**config.mk**
```make
export PLATFORM = sky130hd
export DESIGN_NAME = game_ctrl
export DESIGN_NICKNAME = d
export VERILOG_FILES = /design/src/rtl/game_ctrl.sv
export SDC_FILE = /design/constraint.sdc
export NUM_CORES = 1
export LEC_CHECK = 0
export BUFFER_PORTS_ARGS = -buffer_cell sky130_fd_sc_hd__buf_4
export CORE_ASPECT_RATIO = 1.4
export CORE_MARGIN = 4
export CORE_UTILIZATION = 40
export DETAILED_ROUTE_END_ITERATION = 6
export SETUP_SLACK_MARGIN = 0.1
export SYNTH_ARGS = -nofsm -noshare
export SYNTH_HDL_FRONTEND = slang
export SYNTH_SLANG_ARGS = --single-unit
export TNS_END_PERCENT = 1
```
**constraint.sdc**
```tcl
create_clock -name pclk -period 3.5 [get_ports pclk]
set_input_delay 0.175 -clock pclk [delete_from_list [all_inputs] [get_ports pclk]]
set_output_delay 0.175 -clock pclk [all_outputs]
set_load 0.01 [all_outputs]
```
**src/rtl/game_ctrl.sv**
```systemverilog
// Tic-tac-toe game controller: menu, side choice, play, line check and
// timed result screen, driven by mouse clicks and frame ticks.
module game_ctrl #(
   parameter int unsigned RESULT_FRAMES = 180
) (
   input  logic        pclk,
   input  logic        rst_n,
   input  logic [11:0] mouse_xpos,
   input  logic [11:0] mouse_ypos,
   input  logic        mouse_left,
   input  logic        vsync_in,
   output logic        start_en,
   output logic        choice_en,
   output logic [17:0] board,
   output logic        turn,
   output logic [1:0]  winner,
   output logic        game_over
);

   localparam int CLOG = $clog2(RESULT_FRAMES + 1);
   localparam int CNT_W = (CLOG > 8) ? CLOG : 8;
   localparam logic [CNT_W-1:0] LAST = CNT_W'(RESULT_FRAMES - 1);

   localparam logic [3:0] LN [8][3] = '{
      '{4'd0, 4'd1, 4'd2}, '{4'd3, 4'd4, 4'd5}, '{4'd6, 4'd7, 4'd8},
      '{4'd0, 4'd3, 4'd6}, '{4'd1, 4'd4, 4'd7}, '{4'd2, 4'd5, 4'd8},
      '{4'd0, 4'd4, 4'd8}, '{4'd2, 4'd4, 4'd6}
   };

   typedef enum logic [2:0] {
      MENU, CHOICE, PLAY, CHECK, RESULT
   } state_t;

   state_t           state;
   logic             left_q;
   logic             vsync_q;
   logic [CNT_W-1:0] frame_cnt;

   logic       click;
   logic       tick;
   logic       col_ok;
   logic       row_ok;
   logic [1:0] col;
   logic [1:0] row;
   logic [3:0] cell_k;
   logic [4:0] cell_lsb;
   logic [1:0] cur_cell;
   logic       cell_hit;
   logic [1:0] c [9];
   logic       x_win;
   logic       o_win;
   logic       full;

   assign click = mouse_left & ~left_q;
   assign tick  = vsync_in & ~vsync_q;

   // Grid lines between cells and anything off the board are dead zones.
   always_comb begin
      col    = 2'd0;
      col_ok = 1'b1;
      if (mouse_xpos <= 12'd338)
         col = 2'd0;
      else if (mouse_xpos >= 12'd344 && mouse_xpos <= 12'd679)
         col = 2'd1;
      else if (mouse_xpos >= 12'd685 && mouse_xpos <= 12'd1023)
         col = 2'd2;
      else
         col_ok = 1'b0;
   end

   always_comb begin
      row    = 2'd0;
      row_ok = 1'b1;
      if (mouse_ypos <= 12'd251)
         row = 2'd0;
      else if (mouse_ypos >= 12'd259 && mouse_ypos <= 12'd507)
         row = 2'd1;
      else if (mouse_ypos >= 12'd515 && mouse_ypos <= 12'd767)
         row = 2'd2;
      else
         row_ok = 1'b0;
   end

   assign cell_k   = 4'(row) * 4'd3 + 4'(col);
   assign cell_lsb = {cell_k, 1'b0};
   assign cur_cell = board[cell_lsb +: 2];
   assign cell_hit = click & col_ok & row_ok;

   always_comb begin
      x_win = 1'b0;
      o_win = 1'b0;
      full  = 1'b1;
      for (int k = 0; k < 9; k++) begin
         c[k] = board[2*k +: 2];
         if (c[k] == 2'b00)
            full = 1'b0;
      end
      for (int l = 0; l < 8; l++) begin
         if (c[LN[l][0]] == 2'b01 && c[LN[l][1]] == 2'b01 &&
             c[LN[l][2]] == 2'b01)
            x_win = 1'b1;
         if (c[LN[l][0]] == 2'b10 && c[LN[l][1]] == 2'b10 &&
             c[LN[l][2]] == 2'b10)
            o_win = 1'b1;
      end
   end

   always_ff @(posedge pclk) begin
      if (!rst_n) begin
         state     <= MENU;
         left_q    <= 1'b0;
         vsync_q   <= 1'b0;
         frame_cnt <= '0;
         board     <= '0;
         turn      <= 1'b0;
         winner    <= 2'b00;
         start_en  <= 1'b0;
         choice_en <= 1'b0;
         game_over <= 1'b0;
      end else begin
         left_q  <= mouse_left;
         vsync_q <= vsync_in;
         unique case (state)
            MENU: begin
               if (click) begin
                  state     <= CHOICE;
                  board     <= '0;
                  winner    <= 2'b00;
                  start_en  <= 1'b1;
                  choice_en <= 1'b1;
               end
            end
            CHOICE: begin
               if (click) begin
                  turn      <= (mouse_xpos >= 12'd512);
                  state     <= PLAY;
                  choice_en <= 1'b0;
               end
            end
            PLAY: begin
               if (cell_hit && cur_cell == 2'b00) begin
                  board[cell_lsb +: 2] <= turn ? 2'b10 : 2'b01;
                  state <= CHECK;
               end
            end
            CHECK: begin
               if (x_win || o_win || full) begin
                  winner    <= x_win ? 2'b01 : (o_win ? 2'b10 : 2'b11);
                  game_over <= 1'b1;
                  frame_cnt <= '0;
                  state     <= RESULT;
               end else begin
                  turn  <= ~turn;
                  state <= PLAY;
               end
            end
            RESULT: begin
               // Clicks are ignored here, so a coincident tick always wins.
               if (tick) begin
                  if (frame_cnt == LAST) begin
                     state     <= MENU;
                     frame_cnt <= '0;
                     board     <= '0;
                     winner    <= 2'b00;
                     turn      <= 1'b0;
                     start_en  <= 1'b0;
                     game_over <= 1'b0;
                  end else begin
                     frame_cnt <= frame_cnt + 1'b1;
                  end
               end
            end
            default: state <= MENU;
         endcase
      end
   end

endmodule

```
==> results_dict.tcl <==
set metrics [dict create \
    start_kind "input port" \
    criticalPathCategory "input port to register" \
    ctsHoldBuffers 0 \
    worstPathRequired_ps 3730 \
    coreArea_um2 6660 \
    clk_latency_ps 290 \
    numCtsBuffers 5 \
    drtIter0Drc 177 \
    synth.net_count 378 \
    cts_tree "yes" \
    fin_crit_sh_pct 98.3 \
    place_area_um2 3490 \
    drive_gt1_share_pct 30.6 \
    syn2layout_area_growth_pct 33.8 \
    synth_top_area_share_pct 26.9 \
    ys_ff_latch 37 \
    min_period_ps 3440 \
    drc 0 \
    routed_wl_um 8260 \
    routed_via_density 5.58 \
    fin_total_pwr_mw 1.12 \
    switching_share_pct 26.6 \
    p_seq_share_pct 39.1 \
    synth-async-reset-ratio_pct 0 \
    syn_area_um2 2760 \
    die_area_um2 8310 \
    final_area_um2 3690 \
    muxShareOfSynthArea_pct 1.45 \
    synth_top_family_by_area "simple AND/OR/NAND/NOR gates" \
    cts-root-buf "clkbuf_8" \
    clock_skew_ps 9.51 \
    post-synth-top-count-cell "dfxtp_1" \
    cap_viol_max_count 0 \
    slew_headroom_pct 62.0 \
    yosys.area_share.adder_pct 4.17 \
    synthDistinctLibCells 70 \
    cp_max_fo 8 \
    stdcell_count 514 \
    syn_inst 342 \
    htreeDepth 2 \
    start_util_pct 41.4 \
    vdd_drop_max_mv 0.233 \
    synth_edf_count 0 \
    report.final.slew_viol_count 0 \
    hold_viol 0 \
    insertedDiodeCount 0 \
    synthFlopType "dfxtp_1" \
    rsz0062_at_grt "true" \
    via_count 2866 \
    antenna_found_initial 0 \
    avgSynthCellArea_um2 8.06 \
    grt_pass1_vias 2873 \
    core.rowCount 35 \
    max_freq_mhz 291 \
    routabilityCongestion 0.902 \
    ctsLongestPathBuffers 2 \
    synth_common_cells "dfxtp_1 (37), nor2_1 (31), nand2_1 (28)" \
    leakage_nw 1.43 \
    yosysTopAreaCell "dfxtp_1" \
    worstMarginPinSlew_ps 570 \
    synth_area_leaders "dfxtp_1 (27%), nor4bb_1 (5.4%), nor2_1 (4.2%)" \
    overflow 0 \
    grt_max_degree 21 \
    drtPass1Iterations 4 \
    fin_ws_ps 61.1 \
    wl_per_cell_um 16.1 \
    synth-compound-area-share_pct 25.5 \
    power_frac_clock_pct 40.7 \
    p_sw_mw 0.297 \
    place.detailed.hpwl_um 6500 \
    grtUsageTotal_pct 20.4 \
    worst_setup_path_end_kind "register" \
    fin_nets 457 \
    place_inst 505 \
    setup_viol 0 \
    die_height_um 106 \
    pin_count 52 \
    status "completed" \
    pwr-share-comb_pct 20.1 \
    yosys_warnings 0 \
    finalSetupTns_ps 0 \
    pre_cts_ws_ps -319 \
    yosysSeqAreaShare_pct 26.9 \
    cts.clk_slew.worst_paths_ps 80 \
    portBuffers 51 \
    synthXorXnorAreaFrac_pct 2.86 \
    antenna_left 0 \
    powerDensity_nw_per_um2 303 \
    cp.arrival_ps 3670 \
    synth_simple_gate_area_share_pct 33.7 \
    grt_pass1_wl_um 13800 \
    hp-class "input port to register" \
    cts_sinks 37 \
    p_int_mw 0.820 \
    die_w_um 78.2 \
]
[area by class of cell]
type	count	area, um^2
clock buffers	5	68.8
well taps	92	115
clock inverters	3	68.8
repair buffers	87	661
inverters	19	71.3
multi-input cells	271	1960
fillers	683	2970
flip-flops and latches	37	741
[layout by cell type (no fill, tap or decap), types with 5 or more instances in the layout]
cell      Yosys  layout
buf_4         1      85
dfxtp_1      37      37
nor2_1       31      31
nand2_1      28      28
o21ai_1      16      16
nor4bb_1     15      15
inv_1        16      14
nand3_1      15      14
a21oi_1      16      13
nor3_1       11      11
nor2b_1      11      10
o21ai_0      11       9
xor2_1        8       8
o31ai_1       7       7
o22ai_1       7       7
and2_1        6       6
ha_1          6       5
clkbuf_8      0       5
[per-layer routing]
metal  up-vias  GRT usage [%]  part of all wire [%]
li1       1428              -                     -
met5         -              0                     0
met2        70           37.4                    53
met1      1349           23.5                    41
met4         0           8.75                   2.9
met3        19           2.37                   3.4
[metrics by stage]
stage                     hold slack [ps]  util, %
after global placement                390     52.5
after floorplan                       297        -
after global routing                 82.7     55.4
after CTS                            81.8     54.5
after detailed placement              391     52.5
final                                86.4     55.4
[path summary, 6_finish.rpt]
path / startpoint / slack [ps] / end / cells after the start
max: mouse_ypos[4] / 60 / board[13] / 14
min reg2reg: game_over / 470 / game_over / 2
max reg2reg: state[1] / 1210 / board[15] / 6
min: vsync_in / 90 / vsync_q / 2
[power groups by stage]
stage          logic [mW]  clock network (mW)  registers [mW]
5_1_grt             0.246               0.474           0.439
6_report            0.225               0.455           0.437
3_3_place_gp        0.215                   0           0.447
2_1_floorplan       0.134                   0           0.441
3_5_place_dp        0.217                   0           0.447
4_1_cts             0.218               0.462           0.437
[worst max-delay path, cell delays in order]
cell       delay, ps
buf_6             90
or4_4            560
o2111ai_4        220
inv_2             60
fa_1             510
ha_2             170
inv_2             40
fa_2             450
nand3_2          110
a211oi_4          50
a2111oi_4        380
nand3_2          230
or4_1            540
o21ai_1           90
[kinds of logic after synthesis]
| group | count (synthesis) |
|---|---|
| simple gates | 153 |
| compound gates | 97 |
| flops | 37 |
| buf+inv | 34 |
| xor+xnor | 9 |
| fa+ha+maj | 8 |
| mux | 4 |
[state kept, by name, indices dropped and copies added, names as in the netlist]
signal and flops:
winner 2, start_en 1, turn 1, state 3, frame_cnt 8, vsync_q 1
game_over 1, left_q 1, choice_en 1, board 18
[timing repair]
item                                    4_1_cts  5_1_grt
pin swaps                                     0       10
endpoints found under the setup margin       12       19
cloned                                        0        0
endpoints found under the hold margin         0        0
resized for setup                             1       11
buffers inserted                              0        1
Power figures use the tool's default switching activity.
